[src/rtl/sockit_spi_rpk_if.sv]
// Command-side and queue-side handshake bundle for the SPI output repackager.
// master drives commands and accepts segments; slave is the repackager itself.
interface sockit_spi_rpk_if #(
    parameter int SDW = 8,
    parameter int CDW = 32,
    parameter int LNW = 4,
    parameter int SDL = $clog2(SDW),
    parameter int CDL = $clog2(CDW),
    parameter int CCO = CDL + 8,
    parameter int QCO = SDL + 7,
    parameter int QDW = LNW * SDW
);
    logic           cmd_vld;
    logic [CCO-1:0] cmd_ctl;
    logic [CDW-1:0] cmd_dat;
    logic           cmd_rdy;
    logic           que_vld;
    logic [QCO-1:0] que_ctl;
    logic [QDW-1:0] que_dat;
    logic           que_rdy;

    modport master (
        output cmd_vld, cmd_ctl, cmd_dat, que_rdy,
        input  cmd_rdy, que_vld, que_ctl, que_dat
    );

    modport slave (
        input  cmd_vld, cmd_ctl, cmd_dat, que_rdy,
        output cmd_rdy, que_vld, que_ctl, que_dat
    );
endinterface

[src/rtl/sockit_spi_rpk.sv]
// Output repackager: splits CDW-bit commands into serializer segments of up to
// SDW cycles spread across 1/2/4 lanes, with a registered one-per-clock queue output.
module sockit_spi_rpk #(
    parameter int   SDW = 8,
    parameter int   SDL = $clog2(SDW),
    parameter int   CDW = 32,
    parameter int   CDL = $clog2(CDW),
    parameter int   LNW = 4,
    parameter logic IDL = 1'b1,
    parameter int   CCO = CDL + 8,
    parameter int   QCO = SDL + 7,
    parameter int   QDW = LNW * SDW
) (
    input  logic             clk,
    input  logic             rst_n,
    sockit_spi_rpk_if.slave  bus
);
    localparam int CNW = CDL + 1;
    localparam int SLW = SDL + 1;

    typedef enum logic {IDLE, RUN} state_t;

    state_t         state_q, state_d;
    logic [CNW-1:0] cnt_q, cnt_d;
    logic [CDW-1:0] dat_q, dat_d;
    logic           pkm_q, pkm_d;
    logic [1:0]     lnm_q, lnm_d;
    logic [5:0]     low_q, low_d;
    logic           que_vld_q, que_vld_d;
    logic [QCO-1:0] que_ctl_q, que_ctl_d;
    logic [QDW-1:0] que_dat_q, que_dat_d;

    logic [SLW-1:0] seg_len;
    logic [SDL-1:0] rem;
    logic           seg_lst, ld, cmd_rdy, acc;
    logic [QDW-1:0] seg_dat;
    logic [CDW-1:0] dat_in, fill;
    logic [1:0]     iom_in, iom_out, lnm_in;
    int unsigned    lanes, sh, j;

    // Remainder goes first for pkm=1; afterwards the count is a multiple of SDW.
    always_comb begin
        rem = cnt_q[SDL-1:0];
        if (pkm_q) begin
            seg_len = (rem != '0) ? {1'b0, rem} : SLW'(SDW);
        end else begin
            seg_len = (|cnt_q[CNW-1:SDL]) ? SLW'(SDW) : {1'b0, rem};
        end
        seg_lst = (cnt_q == CNW'(seg_len));
        ld      = (state_q == RUN) && (!que_vld_q || bus.que_rdy);
        cmd_rdy = (state_q == IDLE) || (ld && seg_lst);
        acc     = bus.cmd_vld && cmd_rdy;
    end

    // dat_q always holds the stream MSB-first: stream bit j lives at dat_q[CDW-1-j].
    always_comb begin
        lanes   = 32'd1 << lnm_q;
        j       = 0;
        seg_dat = {QDW{IDL}};
        for (int unsigned l = 0; l < LNW; l++) begin
            for (int unsigned i = 0; i < SDW; i++) begin
                if (l < lanes && i < 32'(seg_len)) begin
                    j = (i << lnm_q) + lanes - 1 - l;
                    seg_dat[l*SDW + SDW-1-i] = (j < CDW) ? dat_q[CDW-1-j] : IDL;
                end
            end
        end
    end

    always_comb begin
        iom_in = bus.cmd_ctl[5:4];
        if (iom_in == 2'd3 && LNW >= 4) begin
            lnm_in  = 2'd2;
            iom_out = iom_in;
        end else if (iom_in == 2'd2 && LNW >= 2) begin
            lnm_in  = 2'd1;
            iom_out = iom_in;
        end else begin
            lnm_in  = 2'd0;
            iom_out = (iom_in[1]) ? 2'd1 : iom_in;
        end
        for (int unsigned i = 0; i < CDW; i++) begin
            dat_in[i] = bus.cmd_ctl[7] ? bus.cmd_dat[CDW-1-i] : bus.cmd_dat[i];
        end
        sh   = 32'(seg_len) << lnm_q;
        fill = ~({CDW{1'b1}} << sh);
    end

    always_comb begin
        state_d   = state_q;
        cnt_d     = cnt_q;
        dat_d     = dat_q;
        pkm_d     = pkm_q;
        lnm_d     = lnm_q;
        low_d     = low_q;
        que_vld_d = que_vld_q;
        que_ctl_d = que_ctl_q;
        que_dat_d = que_dat_q;
        if (ld) begin
            que_vld_d = 1'b1;
            que_ctl_d = {SDL'(seg_len - SLW'(1)), seg_lst, low_q};
            que_dat_d = seg_dat;
            cnt_d     = cnt_q - CNW'(seg_len);
            dat_d     = (dat_q << sh) | ({CDW{IDL}} & fill);
            if (seg_lst) state_d = IDLE;
        end else if (que_vld_q && bus.que_rdy) begin
            que_vld_d = 1'b0;
        end
        if (acc) begin
            state_d = RUN;
            cnt_d   = {1'b0, bus.cmd_ctl[CCO-1:8]} + CNW'(1);
            dat_d   = dat_in;
            pkm_d   = bus.cmd_ctl[6];
            lnm_d   = lnm_in;
            low_d   = {iom_out, bus.cmd_ctl[3:0]};
        end
    end

    always_ff @(posedge clk or negedge rst_n) begin
        if (!rst_n) begin
            state_q   <= IDLE;
            cnt_q     <= '0;
            dat_q     <= '0;
            pkm_q     <= 1'b0;
            lnm_q     <= '0;
            low_q     <= '0;
            que_vld_q <= 1'b0;
            que_ctl_q <= '0;
            que_dat_q <= '0;
        end else begin
            state_q   <= state_d;
            cnt_q     <= cnt_d;
            dat_q     <= dat_d;
            pkm_q     <= pkm_d;
            lnm_q     <= lnm_d;
            low_q     <= low_d;
            que_vld_q <= que_vld_d;
            que_ctl_q <= que_ctl_d;
            que_dat_q <= que_dat_d;
        end
    end

    assign bus.cmd_rdy = cmd_rdy;
    assign bus.que_vld = que_vld_q;
    assign bus.que_ctl = que_ctl_q;
    assign bus.que_dat = que_dat_q;
endmodule

[src/flat_wrapper.sv]
// flat-port wrapper written by rule: the top's interface ports become plain ports
module sockit_spi_rpk_flat 
#(
    parameter int   SDW = 8,
    parameter int   SDL = $clog2(SDW),
    parameter int   CDW = 32,
    parameter int   CDL = $clog2(CDW),
    parameter int   LNW = 4,
    parameter logic IDL = 1'b1,
    parameter int   CCO = CDL + 8,
    parameter int   QCO = SDL + 7,
    parameter int   QDW = LNW * SDW
)
  (clk, rst_n, bus_cmd_vld, bus_cmd_ctl, bus_cmd_dat, bus_que_rdy, bus_cmd_rdy, bus_que_vld, bus_que_ctl, bus_que_dat);
  sockit_spi_rpk_if #(.SDW(SDW), .CDW(CDW), .LNW(LNW), .SDL(SDL), .CDL(CDL), .CCO(CCO), .QCO(QCO), .QDW(QDW)) bus_i ();
  input  logic clk;
  input  logic rst_n;
  input wire logic [$bits(bus_i.cmd_vld)-1:0] bus_cmd_vld;
  input wire logic [$bits(bus_i.cmd_ctl)-1:0] bus_cmd_ctl;
  input wire logic [$bits(bus_i.cmd_dat)-1:0] bus_cmd_dat;
  input wire logic [$bits(bus_i.que_rdy)-1:0] bus_que_rdy;
  output wire logic [$bits(bus_i.cmd_rdy)-1:0] bus_cmd_rdy;
  output wire logic [$bits(bus_i.que_vld)-1:0] bus_que_vld;
  output wire logic [$bits(bus_i.que_ctl)-1:0] bus_que_ctl;
  output wire logic [$bits(bus_i.que_dat)-1:0] bus_que_dat;
  assign bus_i.cmd_vld = bus_cmd_vld;
  assign bus_i.cmd_ctl = bus_cmd_ctl;
  assign bus_i.cmd_dat = bus_cmd_dat;
  assign bus_i.que_rdy = bus_que_rdy;
  assign bus_cmd_rdy = bus_i.cmd_rdy;
  assign bus_que_vld = bus_i.que_vld;
  assign bus_que_ctl = bus_i.que_ctl;
  assign bus_que_dat = bus_i.que_dat;
  sockit_spi_rpk #(.SDW(SDW), .SDL(SDL), .CDW(CDW), .CDL(CDL), .LNW(LNW), .IDL(IDL), .CCO(CCO), .QCO(QCO), .QDW(QDW)) u_core (.clk(clk), .rst_n(rst_n), .bus(bus_i));
endmodule
[config.mk]
export PLATFORM = sky130hd
export DESIGN_NAME = sockit_spi_rpk_flat
export DESIGN_NICKNAME = d
export VERILOG_FILES = /design/src/rtl/sockit_spi_rpk_if.sv /design/src/rtl/sockit_spi_rpk.sv /design/src/flat_wrapper.sv
export SDC_FILE = /design/constraint.sdc
export NUM_CORES = 1
export LEC_CHECK = 0
export ABC_AREA = 1
export CORE_MARGIN = 5
export CORE_UTILIZATION = 60
export CTS_BUF_LIST = sky130_fd_sc_hd__clkbuf_16
export CTS_CLUSTER_SIZE = 40
export DETAILED_ROUTE_END_ITERATION = 8
export HOLD_SLACK_MARGIN = 0.05
export PLACE_DENSITY_LB_ADDON = 0.12
export REMOVE_ABC_BUFFERS = 1
export SYNTH_ARGS = -nofsm -noshare
export SYNTH_HDL_FRONTEND = slang
export SYNTH_SLANG_ARGS = --single-unit
[constraint.sdc]
create_clock -name clk -period 5.4 [get_ports clk]
set_clock_uncertainty 0.05 [all_clocks]
set_input_delay 1.62 -clock clk [delete_from_list [all_inputs] [get_ports clk]]
set_output_delay 1.62 -clock clk [all_outputs]
set_load 0.005 [all_outputs]
==> out/summary.json <==
{
  "setup_path": {
    "regToRegSetupSlack_ps": 1240,
    "rr_worst_depth": 13,
    "path_delay_family": "buffers and inverters",
    "critPathMaxStageDelay_ps": 520,
    "cp.arrival_ps": 3050,
    "worst_ep_required_ps": 3730,
    "largest_fanout_on_the_critical_path": 3,
    "critical-path-slowest-cell": "sky130_fd_sc_hd__clkdlybuf4s50_1",
    "critPathBufInv": 4,
    "timing.critical_path.to_type": "primary output",
    "regToRegStartpoint": "u_core.lnm_q[1]",
    "critical_path.cell_chain": "clkdlybuf4s50_1 -> inv_1 -> nand2_1 -> nand2_2 -> inv_2 -> nand3_1 -> nand2_1 -> clkdlybuf4s50_1",
    "worst_setup_path_start_kind": "input port",
    "path_class": "input port to primary output",
    "reg2reg_to": "u_core.bus.que_dat[28]"
  },
  "synth": {
    "syn_area_um2": 10600,
    "ys_seq_area_share_pct": 21.4,
    "ys.warnings.count": 0,
    "number_of_synthesized_flops_with_an_enable_pin": 0,
    "syn-mean-instance-area_um2": 5.94,
    "yosys.cell_types.count": 60,
    "synthArstFlopShare_pct": 100,
    "synthCells": 1789,
    "flip_flop_and_latch_count_after_synthesis": 91,
    "synth_flop_cell": "sky130_fd_sc_hd__dfrtp_1"
  },
  "timing": {
    "pin_slew_with_the_least_headroom_to_its_limit_ps": 1250,
    "maxSlewHeadroom_pct": 16.5,
    "finalWorstPathRequiredPeriod_ps": 4720,
    "timing_hold_violations_final": 0,
    "fin_crit_sh_pct": 87.5,
    "finalSetupViolCount": 0,
    "number_of_pins_with_negative_max_slew_slack_in_the_final_report": 0,
    "max_clock_freq_mhz": 212,
    "worst_hold_slack_ps": 434,
    "rsz0062_at_grt": "no"
  },
  "routing": {
    "wl_final_um": 43600,
    "remaining_drc_errors": 0,
    "detailedRoute.firstIterationViolations": 2367,
    "wire_per_inst_um": 21.4,
    "drt_antenna_net_count": 0,
    "firstDrtPassIters": 7,
    "via_per_inst": 6.61,
    "num_vias": 13500
  },
  "cells_and_area": {
    "flow.area_growth_from_synthesis_pct": 11.5,
    "insertedDiodeCount": 0,
    "multi_input_comb_area_um2": 7200,
    "nets": 1895,
    "drive_above_1_share_pct": 5.06,
    "final_cells": 2044,
    "register_area_um2": 2280,
    "n_fill_cell": 1577
  },
  "global_routing": {
    "first_global_vias": 12200,
    "total_track_usage_pct": 42.1,
    "grt_antenna_before_repair": 0,
    "grt_first_pass_wirelength_um": 67300,
    "globalRoute.totalOverflow": 0,
    "grt_start_max_net_pins": 65
  },
  "worst_hold_path": {
    "holdPathEnd": "u_core.bus.que_ctl[0]",
    "hold_path_class": "register to register",
    "hold_path_depth": 2,
    "hp-start": "u_core.bus.que_ctl[0]"
  },
  "die": {
    "die_area_um2": 20500,
    "die_height_um": 143,
    "ios": 93,
    "core_area_um2": 17400,
    "die-width_um": 143,
    "floorplan.rows": 48,
    "start_util_pct": 61.2
  },
  "clock_network": {
    "cts_tree": "yes",
    "post_cts_setup_buffer_count": 0,
    "clock-sinks": 91,
    "cts_root_buf": "sky130_fd_sc_hd__clkbuf_16",
    "number_of_h_tree_levels": 3,
    "post_cts_resized": 0,
    "path_clk_slew_ps": 80,
    "post_cts_hold_buffer_count": 0,
    "worst_skew_pair.late_latency_ps": 370,
    "cts_buffer_depth": 2,
    "cts_made_buffers": 9
  },
  "place": {
    "final_wtd_congestion": 1.08,
    "portBuffers": 92,
    "dp.final_hpwl_um": 32400,
    "dp.cells": 2028
  },
  "run_status": {
    "status": "completed"
  },
  "flow_run": {
    "max_cap_viols": 0
  }
}
==> sequential cells by signal, summed over array words and instances (netlist names) <==
register            cells
u_core.pkm_q            1
u_core.state_q          1
u_core.low_q            6
u_core.dat_q           32
u_core.bus.que_ctl     10
u_core.lnm_q            2
u_core.cnt_q            6
u_core.bus.que_dat     32
u_core.bus.que_vld      1
==> final cells by class <==
cell class / instances / area share (%)
clock buffers: 9 / 1.90
inverters: 174 / 5.54
well taps: 225 / 2.38
multi-input cells: 1417 / 60.8
flip-flops and latches: 91 / 19.2
clock inverters: 7 / 0.644
repair buffers: 121 / 9.55
==> logic make-up (layout without fill, tap and decap cells) <==
kind of cell | after synthesis | count (layout) | synth area share, %
AND/OR/NAND/NOR | 893 | 893 | 36.7
AO/OA/AOI/OAI | 467 | 467 | 25.4
buffers and inverters | 286 | 311 | 11.0
flip-flops | 91 | 91 | 21.4
adder cells (fa/ha/maj) | 32 | 32 | 3.84
XOR/XNOR | 18 | 18 | 1.48
other | 1 | 6 | 0.0353
multiplexers | 1 | 1 | 0.0942
==> routing by layer <==
layer  routed length, um  share of wire (%)  global-route usage [%]
met1               16600                 38                    58.0
met2               17700                 41                    60.2
met3                7020                 16                    14.9
met4                2270                5.2                    16.4
met5                  57               0.13                    2.15
==> worst max path at each step <==
stage,startpoint,end,slack [ps],cells past startpoint
5_1_grt,bus_que_rdy,bus_cmd_rdy,560,8
6_report,bus_que_rdy,bus_cmd_rdy,680,8
2_1_floorplan,u_core.lnm_q[0],u_core.bus.que_dat[23],-6,13
4_1_cts,bus_que_rdy,bus_cmd_rdy,670,8
3_5_place_dp,bus_que_rdy,bus_cmd_rdy,690,8
3_3_place_gp,bus_que_rdy,bus_cmd_rdy,680,8
==> metrics by stage <==
step	util, %	setup slack, ps	setup TNS, ps	instance area, um^2
6_report	68.2	675	0	11800
5_1_grt	68.2	563	0	11800
4_1_cts	68.2	672	0	11800
3_5_place_dp	66.5	689	0	11500
3_3_place_gp	66.5	680	0	11500
2_1_floorplan	-	-5.65	-5.65	10100
==> cell usage in the layout, fill, tap and decap left out, types with 4 or more instances in the layout <==
master	instances
sky130_fd_sc_hd__a211oi_1	4
sky130_fd_sc_hd__a21oi_1	76
sky130_fd_sc_hd__a31oi_1	15
sky130_fd_sc_hd__a41oi_1	5
sky130_fd_sc_hd__buf_4	30
sky130_fd_sc_hd__clkbuf_16	9
sky130_fd_sc_hd__clkdlybuf4s50_1	90
sky130_fd_sc_hd__conb_1	6
sky130_fd_sc_hd__dfrtp_1	91
sky130_fd_sc_hd__ha_1	31
sky130_fd_sc_hd__inv_1	160
sky130_fd_sc_hd__inv_2	12
sky130_fd_sc_hd__nand2_1	494
sky130_fd_sc_hd__nand2_2	6
sky130_fd_sc_hd__nand2_4	4
sky130_fd_sc_hd__nand3_1	248
sky130_fd_sc_hd__nand4_1	33
sky130_fd_sc_hd__nor2_1	84
sky130_fd_sc_hd__nor2_4	4
sky130_fd_sc_hd__nor3_1	6
sky130_fd_sc_hd__o211ai_1	37
sky130_fd_sc_hd__o21a_1	9
sky130_fd_sc_hd__o21ai_0	257
sky130_fd_sc_hd__o21ai_1	14
sky130_fd_sc_hd__o21ai_4	6
sky130_fd_sc_hd__o221ai_1	5
sky130_fd_sc_hd__o22ai_1	14
sky130_fd_sc_hd__or2_2	4
sky130_fd_sc_hd__xnor2_1	7
sky130_fd_sc_hd__xor2_1	11
==> synth_stat cells, drive strengths merged (3+ instances only) <==
cell type,n,area [um^2]
o211ai,37,278
o21ai,278,1460
clkbuf,60,225
a21oi,77,397
o2111ai,3,26.3
a41oi,5,43.8
a211oi,4,30.0
or2,4,25.0
o221ai,5,43.8
nor3,6,30.0
o22ai,15,100
inv,173,652
nand3,249,1250
xnor2,7,61.3
a31oi,15,93.8
ha,31,388
dfrtp,91,2280
xor2,11,96.3
o21a,9,67.6
nor2,90,373
buf,52,288
nand2,505,1960
nand4,34,228
==> worst register-to-register path: cells and delay by family (launching register included) <==
kind | cells | cell delay, ps
AOI/OAI and AO/OA | 5 | 900
adders and majority gates | 2 | 1050
buffers and inverters | 5 | 1270
DFF | 1 | 670
and+or+nand+nor | 1 | 100
Power is left out: the tool's default activity adds up to more than one toggle a clock period on the data nets, which glitch-free logic cannot reach.
